## src/rtl/rob_submit_arbiter_pkg.sv

```systemverilog
// Shared definitions for the ROB submit-port arbiter: widths, FSM encoding, helpers.
package rob_submit_arbiter_pkg;

    localparam int ROB_TAG_W   = 4;
    localparam int ROB_DATA_W  = 32;
    localparam int ROB_SIZE    = 16;
    localparam int FLUSH_CNT_W = 4;

    typedef enum logic {
        ARB_RUN   = 1'b0,
        ARB_FLUSH = 1'b1
    } arb_state_e;

    // Pointer width that still works for a single requester.
    function automatic int ptr_w(input int n);
        return (n > 1) ? $clog2(n) : 1;
    endfunction

endpackage

```

## src/rtl/rob_submit_arbiter_if.sv

```systemverilog
// Source-side handshake and ROB submit bus shared by completion sources and the arbiter.
interface rob_submit_arbiter_if
    import rob_submit_arbiter_pkg::*;
#(
    parameter int NUM_REQ = 2,
    parameter int TAG_W   = ROB_TAG_W,
    parameter int DATA_W  = ROB_DATA_W
);

    logic [NUM_REQ-1:0]        req_valid;
    logic [NUM_REQ-1:0]        req_ready;
    logic [NUM_REQ*TAG_W-1:0]  req_tag;
    logic [NUM_REQ*DATA_W-1:0] req_val;
    logic [TAG_W-1:0]          submit_tag;
    logic [DATA_W-1:0]         submit_val;
    logic                      submit_valid;

    modport master (
        output req_valid, req_tag, req_val,
        input  req_ready, submit_tag, submit_val, submit_valid
    );

    modport slave (
        input  req_valid, req_tag, req_val,
        output req_ready, submit_tag, submit_val, submit_valid
    );

endinterface

```

## src/rtl/rob_submit_arbiter_rr_pick.sv

```systemverilog
// Combinational round-robin picker: first valid requester at or after rr_ptr, wrapping.
module rob_submit_arbiter_rr_pick
    import rob_submit_arbiter_pkg::*;
#(
    parameter int NUM_REQ = 2,
    parameter int PTR_W   = ptr_w(NUM_REQ)
) (
    input  logic [NUM_REQ-1:0] req_valid,
    input  logic [PTR_W-1:0]   rr_ptr,
    output logic [NUM_REQ-1:0] grant,
    output logic [PTR_W-1:0]   grant_idx,
    output logic               any
);

    // Scan from the farthest offset down so the nearest valid requester wins last.
    always_comb begin
        grant     = '0;
        grant_idx = '0;
        any       = 1'b0;
        for (int k = NUM_REQ - 1; k >= 0; k--) begin
            if (req_valid[(int'(rr_ptr) + k) % NUM_REQ]) begin
                grant = '0;
                grant[(int'(rr_ptr) + k) % NUM_REQ] = 1'b1;
                grant_idx = PTR_W'((int'(rr_ptr) + k) % NUM_REQ);
                any       = 1'b1;
            end
        end
    end

endmodule

```

## src/rtl/rob_submit_arbiter.sv

```systemverilog
// Round-robin arbiter sharing the ROB submit port among NUM_REQ completion sources.
// Optional SUBMIT_ARB_PERF_EN adds per-source grant and contention counters.
module rob_submit_arbiter
    import rob_submit_arbiter_pkg::*;
#(
    parameter int NUM_REQ      = 2,
    parameter int TAG_W        = ROB_TAG_W,
    parameter int DATA_W       = ROB_DATA_W,
    parameter int FLUSH_CYCLES = 2
) (
    input  logic                 clk_in,
    input  logic                 rst_in,
    input  logic                 rdy_in,
    input  logic                 predict_fail,
    rob_submit_arbiter_if.slave  bus
`ifdef SUBMIT_ARB_PERF_EN
    ,
    output logic [NUM_REQ*32-1:0] grant_cnt,
    output logic [31:0]           conflict_cnt
`endif
);

    localparam int PTR_W = ptr_w(NUM_REQ);
    localparam logic [FLUSH_CNT_W-1:0] FLUSH_INIT = FLUSH_CNT_W'(FLUSH_CYCLES - 1);
    localparam logic [FLUSH_CNT_W-1:0] CNT_ONE    = FLUSH_CNT_W'(1);
    localparam logic [PTR_W-1:0]       PTR_LAST   = PTR_W'(NUM_REQ - 1);
    localparam logic [PTR_W-1:0]       PTR_ONE    = PTR_W'(1);

    arb_state_e             state_q, state_nx;
    logic [FLUSH_CNT_W-1:0] flush_cnt_q, flush_cnt_nx;
    logic [PTR_W-1:0]       rr_ptr_q;

    logic [NUM_REQ-1:0]     pick_grant;
    logic [PTR_W-1:0]       pick_idx;
    logic                   pick_any;
    logic                   arb_en;
    logic                   grant_go;

    logic [TAG_W-1:0]       tag_p0, tag_p1;
    logic [DATA_W-1:0]      val_p0, val_p1;
    logic                   vld_p1;

    rob_submit_arbiter_rr_pick #(
        .NUM_REQ (NUM_REQ),
        .PTR_W   (PTR_W)
    ) u_rr_pick (
        .req_valid (bus.req_valid),
        .rr_ptr    (rr_ptr_q),
        .grant     (pick_grant),
        .grant_idx (pick_idx),
        .any       (pick_any)
    );

    always_ff @(posedge clk_in) begin
        if (!rst_in) begin
            state_q     <= ARB_RUN;
            flush_cnt_q <= '0;
        end else begin
            state_q     <= state_nx;
            flush_cnt_q <= flush_cnt_nx;
        end
    end

    always_comb begin
        state_nx     = state_q;
        flush_cnt_nx = flush_cnt_q;
        if (rdy_in) begin
            if (predict_fail) begin
                state_nx     = ARB_FLUSH;
                flush_cnt_nx = FLUSH_INIT;
            end else if (state_q == ARB_FLUSH) begin
                if (flush_cnt_q == '0) begin
                    state_nx = ARB_RUN;
                end else begin
                    flush_cnt_nx = flush_cnt_q - CNT_ONE;
                end
            end
        end
    end

    always_comb begin
        arb_en        = rst_in & rdy_in & ~predict_fail & (state_q == ARB_RUN);
        grant_go      = arb_en & pick_any;
        bus.req_ready = arb_en ? pick_grant : '0;
    end

    // p0: select the granted source's tag/value (grant is one-hot).
    always_comb begin
        tag_p0 = '0;
        val_p0 = '0;
        for (int i = 0; i < NUM_REQ; i++) begin
            if (pick_grant[i]) begin
                tag_p0 = tag_p0 | bus.req_tag[i*TAG_W +: TAG_W];
                val_p0 = val_p0 | bus.req_val[i*DATA_W +: DATA_W];
            end
        end
    end

    // p1: registered submit toward the ROB; everything freezes while rdy_in is low.
    always_ff @(posedge clk_in) begin
        if (!rst_in) begin
            vld_p1   <= 1'b0;
            tag_p1   <= '0;
            val_p1   <= '0;
            rr_ptr_q <= '0;
        end else if (rdy_in) begin
            if (predict_fail) begin
                vld_p1   <= 1'b0;
                rr_ptr_q <= '0;
            end else if (grant_go) begin
                vld_p1   <= 1'b1;
                tag_p1   <= tag_p0;
                val_p1   <= val_p0;
                rr_ptr_q <= (pick_idx == PTR_LAST) ? '0 : pick_idx + PTR_ONE;
            end else begin
                vld_p1   <= 1'b0;
            end
        end
    end

    assign bus.submit_valid = vld_p1;
    assign bus.submit_tag   = tag_p1;
    assign bus.submit_val   = val_p1;

`ifdef SUBMIT_ARB_PERF_EN
    always_ff @(posedge clk_in) begin
        if (!rst_in) begin
            grant_cnt    <= '0;
            conflict_cnt <= '0;
        end else if (rdy_in) begin
            for (int i = 0; i < NUM_REQ; i++) begin
                if (grant_go && pick_grant[i]) begin
                    grant_cnt[i*32 +: 32] <= grant_cnt[i*32 +: 32] + 32'd1;
                end
            end
            if (arb_en && ($countones(bus.req_valid) >= 2)) begin
                conflict_cnt <= conflict_cnt + 32'd1;
            end
        end
    end
`endif

endmodule

```

## src/flat_wrapper.sv

```systemverilog
// flat-port wrapper written by rule: the top's interface ports become plain ports
module rob_submit_arbiter_flat import rob_submit_arbiter_pkg::*;
#(
    parameter int NUM_REQ      = 2,
    parameter int TAG_W        = ROB_TAG_W,
    parameter int DATA_W       = ROB_DATA_W,
    parameter int FLUSH_CYCLES = 2
)
  (clk_in, rst_in, rdy_in, predict_fail, bus_req_valid, bus_req_tag, bus_req_val, bus_req_ready, bus_submit_tag, bus_submit_val, bus_submit_valid);
  rob_submit_arbiter_if #(.NUM_REQ(NUM_REQ), .TAG_W(TAG_W), .DATA_W(DATA_W)) bus_i ();
  input  logic clk_in;
  input  logic rst_in;
  input  logic rdy_in;
  input  logic predict_fail;
  input wire logic [$bits(bus_i.req_valid)-1:0] bus_req_valid;
  input wire logic [$bits(bus_i.req_tag)-1:0] bus_req_tag;
  input wire logic [$bits(bus_i.req_val)-1:0] bus_req_val;
  output wire logic [$bits(bus_i.req_ready)-1:0] bus_req_ready;
  output wire logic [$bits(bus_i.submit_tag)-1:0] bus_submit_tag;
  output wire logic [$bits(bus_i.submit_val)-1:0] bus_submit_val;
  output wire logic [$bits(bus_i.submit_valid)-1:0] bus_submit_valid;
  assign bus_i.req_valid = bus_req_valid;
  assign bus_i.req_tag = bus_req_tag;
  assign bus_i.req_val = bus_req_val;
  assign bus_req_ready = bus_i.req_ready;
  assign bus_submit_tag = bus_i.submit_tag;
  assign bus_submit_val = bus_i.submit_val;
  assign bus_submit_valid = bus_i.submit_valid;
  rob_submit_arbiter #(.NUM_REQ(NUM_REQ), .TAG_W(TAG_W), .DATA_W(DATA_W), .FLUSH_CYCLES(FLUSH_CYCLES)) u_core (.clk_in(clk_in), .rst_in(rst_in), .rdy_in(rdy_in), .predict_fail(predict_fail), .bus(bus_i));
endmodule
```

## config.mk

```make
export PLATFORM = sky130hd
export DESIGN_NAME = rob_submit_arbiter_flat
export DESIGN_NICKNAME = d
export VERILOG_FILES = /design/src/rtl/rob_submit_arbiter_pkg.sv /design/src/rtl/rob_submit_arbiter_if.sv /design/src/rtl/rob_submit_arbiter_rr_pick.sv /design/src/rtl/rob_submit_arbiter.sv /design/src/flat_wrapper.sv
export SDC_FILE = /design/constraint.sdc
export NUM_CORES = 1
export LEC_CHECK = 0
export ABC_AREA = 1
export BUFFER_PORTS_ARGS = -buffer_cell sky130_fd_sc_hd__buf_2
export CAP_MARGIN = 30
export CORE_UTILIZATION = 46
export DETAILED_ROUTE_END_ITERATION = 10
export PLACE_DENSITY_LB_ADDON = 0.25
export SLEW_MARGIN = 10
export SYNTH_ARGS = -nofsm -noshare
export SYNTH_HDL_FRONTEND = slang
export SYNTH_SLANG_ARGS = --single-unit
```

## constraint.sdc

```tcl
create_clock -name clk_in -period 1.51 [get_ports clk_in]
set_clock_uncertainty 0.2 [all_clocks]
set_input_delay 0.302 -clock clk_in [delete_from_list [all_inputs] [get_ports clk_in]]
set_output_delay 0.302 -clock clk_in [all_outputs]
set_load 0.02 [all_outputs]
```

==> results of run 1 <==
[cells in the final DEF (no fill, tap or decap), drive strengths merged]
cell type	synthesis	routed
clkinvlp	0	1
clkbuf	9	9
nand2	120	120
o21ai	39	39
ha	2	2
nand3	3	3
nor3	3	3
inv	84	84
nand4	2	2
bufinv	0	2
dfxtp	43	43
buf	10	133
nor2	81	81
a21oi	6	6
[registers in the layout, indices dropped and copies added, names as in the netlist]
name / count
u_core.state_q: 1
u_core.bus.submit_tag: 4
u_core.bus.submit_val: 32
u_core.flush_cnt_q: 4
u_core.bus.submit_valid: 1
u_core.rr_ptr_q: 1
[metrics by stage]
step | utilization | cells | power, mW | instance area [µm²]
global route | 0.712 | 595 | 3.06 | 3430
finish | 0.712 | 595 | 2.92 | 3430
CTS | 0.664 | 588 | 2.84 | 3200
detailed placement | 0.622 | 575 | 1.77 | 3000
floorplan | - | 402 | 1.56 | 2360
global placement | 0.622 | 575 | 1.75 | 3000
[kinds of logic (layout without fill, tap and decap cells)]
kind of cell	after synthesis	count (layout)	share of synthesized area
buffers and inverters	103	229	0.178
and+or+nand+nor	209	209	0.341
DFF	43	43	0.367
AOI/OAI and AO/OA	45	45	0.103
adders and majority gates	2	2	0.0107
[tightest hold or removal path, cell delays in order]
cell and delay [ps]:
buf_2 100, inv_2 50, nand2_1 50, a21oi_1 60
[layer usage]
layer	routed length (µm)	track usage
met1	3010	0.251
met2	3290	0.409
met3	380	0.0425
met4	123	0.0769
met5	0	0
[power by group through the flow]
stage	clock, mW	combinational (mW)	sequential (mW)
after floorplan	0	0.266	1.30
after global routing	1.13	0.702	1.23
after CTS	1.08	0.537	1.22
after global placement	0	0.508	1.25
final	1.07	0.634	1.22
after detailed placement	0	0.524	1.25
[synth_stat cells (all sizes together)]
cell type | number | area (µm²)
a21oi | 6 | 41.3
dfxtp | 43 | 861
nor2 | 81 | 307
nand2 | 120 | 450
nor3 | 3 | 15.0
nand4 | 2 | 12.5
buf | 10 | 68.8
inv | 84 | 315
ha | 2 | 25.0
o21ai | 39 | 199
nand3 | 3 | 15.0
clkbuf | 9 | 33.8
[layout make-up]
class,count,area (µm²)
Fill cell,430,1390
Inverter,84,315
Tap cell,67,83.8
Timing Repair Buffer,137,880
Clock inverter,3,67.6
Clock buffer,5,68.8
Sequential cell,43,868
Multi-Input combinational cell,256,1150
[worst max-delay path by stage]
stage / startpoint / endpoint / slack (ps) / cells after the start
floorplan: rst_in / bus_req_ready[1] / -30 / 4
global route: u_core.rr_ptr_q / bus_req_ready[0] / -190 / 4
CTS: u_core.rr_ptr_q / bus_req_ready[0] / -140 / 4
detailed placement: bus_req_valid[0] / u_core.bus.submit_val[26] / -70 / 8
finish: u_core.rr_ptr_q / bus_req_ready[1] / -130 / 4
global placement: bus_req_valid[0] / u_core.bus.submit_val[7] / -30 / 7
[what timing repair did]
item | in CTS | in global routing
resized for setup | 9 | 51
endpoints found under the setup margin | 2 | 44
cloned | 0 | 6
pin swaps | 3 | 27
setup buffers | 5 | 5
==> flow_summary.ini, run 1 <==
[outcome]
run_status = finished, violations left
violations = negative setup slack

[sta]
tns_ps = -511
finalHoldViolations = 0
slew_headroom = 0.760
setup_slack_ps = -131
rsz0062_at_grt = yes
worst_pin_slew_ps = 359
finalCriticalPeriod_ps = 1640
fmax_mhz = 610
fin_crit_sh = 1.09
finalMaxSlewViolations = 0
hold_slack_ps = 119
setup_viol = 15

[worst_setup_path]
r2r-end = u_core.bus.submit_val[8]
worst_setup_path_start_kind = register
end_kind = primary output
r2r-start = u_core.rr_ptr_q
path_cells = buf_4 -> o21ai_4 -> nor3_4 -> buf_6
r2r_cells = 7
path_class = register to primary output
cp_slowest_cell = dfxtp_4
rrSetupSlack_ps = -80
cpLargestDelayFamily = flip-flops
crit_arrival_ps = 1140
crit_buf_inv = 2
critPathMaxStageDelay_ps = 370
worstPathRequired_ps = 1010
path_max_fanout = 3

[global_routing]
first_global_vias = 2363
grt_pass1_wl_um = 9340
grt_max_degree = 75
grtUsageTotal = 0.221
antenna_found_initial = 0
gr-total-overflow = 0

[worst_hold_path]
whs_endpoint = u_core.bus.submit_valid
hold_class = primary input to register
hold_start = rdy_in
worstHoldPathCells = 4

[power]
pwr-share-clk = 0.365
power_density_nw_per_um2 = 851
ir_drop_uv = 567
p_comb_frac = 0.217
p_leak_nw = 2.05
p_int_mw = 2.12
p_sw_mw = 0.797
pwr-share-seq = 0.418
power.share.switching = 0.273

[drt]
drt_iter0_markers = 165
drc = 0
vias_per_cell = 4.63
ant_nets = 0
vias = 2754
firstDrtPassIters = 4
drt-total-wl_um = 6810
post_drt_wl_per_cell_um = 11.4

[job]
max_cap_violations = 0

[layout]
syn2layout_area_growth_pct = 46.4
final_nets = 607
antenna_cells = 0
drive_gt1_frac = 0.324

[yosys]
synthCells = 402
synth.cell_area_um2 = 2340
yosysSeqAreaShare = 0.367
synth_warnings = 0
yosys_register_bits = 43
syn_nets = 482
syn_area_per_cell_um2 = 5.83
ys_types = 18

[floorplanning]
dieHeight_um = 73.4
dieArea_um2 = 5380
io_pins = 117
design.core.area_um2 = 4820
die_w_um = 73.4
initial_core_util = 0.486
rows = 25

[placed_design]
port_buffers = 116
hpwlAfterDp_um = 4170
place_ws_ps = -72.2
gp_congestion = 0.851

[clocking]
holdBufCountCts = 0
cts_tree = built
clk_pin_slew_ps = 80
cts_buffers = 5
clock_latency_ps = 290
htree_levels = 2
cts_root_buf = clkbuf_8
clockBufferDepth = 2
cts.sinks = 43
Note: power is estimated with default switching activity, not from simulation.
==> run 2, diff against run 1 <==
--- a/config.mk
+++ b/config.mk
@@ -11,6 +11,8 @@
 export CORE_UTILIZATION = 46
 export DETAILED_ROUTE_END_ITERATION = 10
 export PLACE_DENSITY_LB_ADDON = 0.25
+export RECOVER_POWER = 25
+export REMOVE_ABC_BUFFERS = 1
 export SLEW_MARGIN = 10
 export SYNTH_ARGS = -nofsm -noshare
 export SYNTH_HDL_FRONTEND = slang
==> flow_summary.ini, run 2 (synthesis results as in run 1) <==
[worst_setup_path]
path_max_fanout = 3
path_cells = a21oi_4 -> nand4_1 -> inv_1 -> buf_4
critPathMaxStageDelay_ps = 360
crit_arrival_ps = 1140
r2r_cells = 6
cp_slowest_cell = dfxtp_2
end_kind = primary output
worstPathRequired_ps = 1010
path_class = register to primary output
worst_setup_path_start_kind = register

[floorplanning]
design.core.area_um2 = 4820
dieHeight_um = 73.4
dieArea_um2 = 5380
io_pins = 117
initial_core_util = 0.486
rows = 25
die_w_um = 73.4

[layout]
final_nets = 596
seqCellArea_um2 = 862
layout_common_cells = 119 x nand2_1, 96 x buf_2, 82 x inv_1, 80 x nor2_1, 42 x dfxtp_1
drive_gt1_frac = 0.240
fill_cells = 483
antenna_cells = 0
multiInputGateArea_um2 = 1070
largest_register_ffs = 32
syn2layout_area_growth_pct = 31.7
final_common_cell = nand2_1

[power]
power_density_nw_per_um2 = 799
pwr-share-seq = 0.495
p_comb_frac = 0.210
p_int_mw = 1.73
pwr-share-clk = 0.295
p_sw_mw = 0.738
power.share.switching = 0.300
total_power_mw = 2.46
p_leak_nw = 1.81
ir_drop_uv = 436

[sta]
fin_crit_sh = 1.09
tns_ps = -247
fmax_mhz = 610
setup_viol = 2
worst_pin_slew_ps = 277
setup_slack_ps = -131
slew_headroom = 0.815
rsz0062_at_grt = yes
finalHoldViolations = 0
finalMaxSlewViolations = 0
finalCriticalPeriod_ps = 1640

[worst_hold_path]
hold_class = primary input to register
worstHoldPathCells = 4

[clocking]
htree_levels = 2
cts_tree = built
cts.sinks = 43
cts_buffers = 5
clockBufferDepth = 2
post-cts-setup-buffer-count = 0
clk_pin_slew_ps = 90
clock_latency_ps = 300
cts_root_buf = clkbuf_8

[placed_design]
hpwlAfterDp_um = 4010
gp_congestion = 0.850
port_buffers = 116

[drt]
firstDrtPassIters = 4
vias = 2508
drt-total-wl_um = 5560
drc = 0
post_drt_wl_per_cell_um = 9.52
drt_iter0_markers = 78
ant_nets = 0
vias_per_cell = 4.29

[global_routing]
grt_max_degree = 75
antenna_found_initial = 0
grt_pass1_wl_um = 8670
first_global_vias = 2098
gr-total-overflow = 0
grtUsageTotal = 0.207

[outcome]
run_status = finished, violations left
violations = negative setup slack

[job]
max_cap_violations = 0
run 2: layer usage:
metal  share of wire  global-route usage  vias to the layer above
met4           0.011              0.0577                        0
met1            0.45               0.246                     1044
li1                -                   -                     1387
met3           0.059              0.0631                        6
met2            0.48               0.359                       71
met5               0                   0                        -
run 2: power groups by stage:
stage / Clock [mW] / Sequential [mW] / Combinational, mW
floorplan: 0 / 1.30 / 0.240
global placement: 0 / 1.24 / 0.506
detailed placement: 0 / 1.24 / 0.517
CTS: 0.750 / 1.22 / 0.519
global route: 0.799 / 1.23 / 0.593
finish: 0.728 / 1.22 / 0.518
run 2: what timing repair did:
item / 4_1_cts / 5_1_grt
gates cloned: 0 / 1
endpoints found under the setup margin: 2 / 9
hold buffers: 0 / 0
gates resized for setup: 2 / 6
run 2: per-stage QoR:
| step | setup slack (ps) | hold WS (ps) | instance area (µm²) | std cells | utilization |
|---|---|---|---|---|---|
| floorplan | -1210 | 228 | 2240 | 383 | - |
| global placement | -19.8 | 252 | 2990 | 575 | 0.620 |
| detailed placement | -76.2 | 256 | 2990 | 575 | 0.620 |
| CTS | -141 | 86.0 | 3080 | 583 | 0.639 |
| global route | -223 | 130 | 3090 | 584 | 0.641 |
| finish | -131 | 107 | 3090 | 584 | 0.641 |
run 2: final cells by class:
cell class,instances,area share
inverter,84,0.102
multi-input combinational,256,0.348
timing repair buffer,126,0.215
sequential,43,0.279
clock inverter,3,0.00649
clock buffer,5,0.0223
tap,67,0.0272
run 2: worst paths after layout:
| check | startpoint | endpoint | slack, ps |
|---|---|---|---|
| max | u_core.rr_ptr_q | bus_req_ready[0] | -130 |
| min | rdy_in | u_core.bus.submit_valid | 110 |
| max reg2reg | u_core.state_q | u_core.bus.submit_val[13] | 50 |
| min reg2reg | u_core.bus.submit_valid | u_core.bus.submit_valid | 280 |
run 2: critical path, delay by kind of cell (launching register included):
kind	cells	cell delay [ps]
DFF	1	360
AOI/OAI and AO/OA	1	140
buffers and inverters	2	210
and+or+nand+nor	1	120
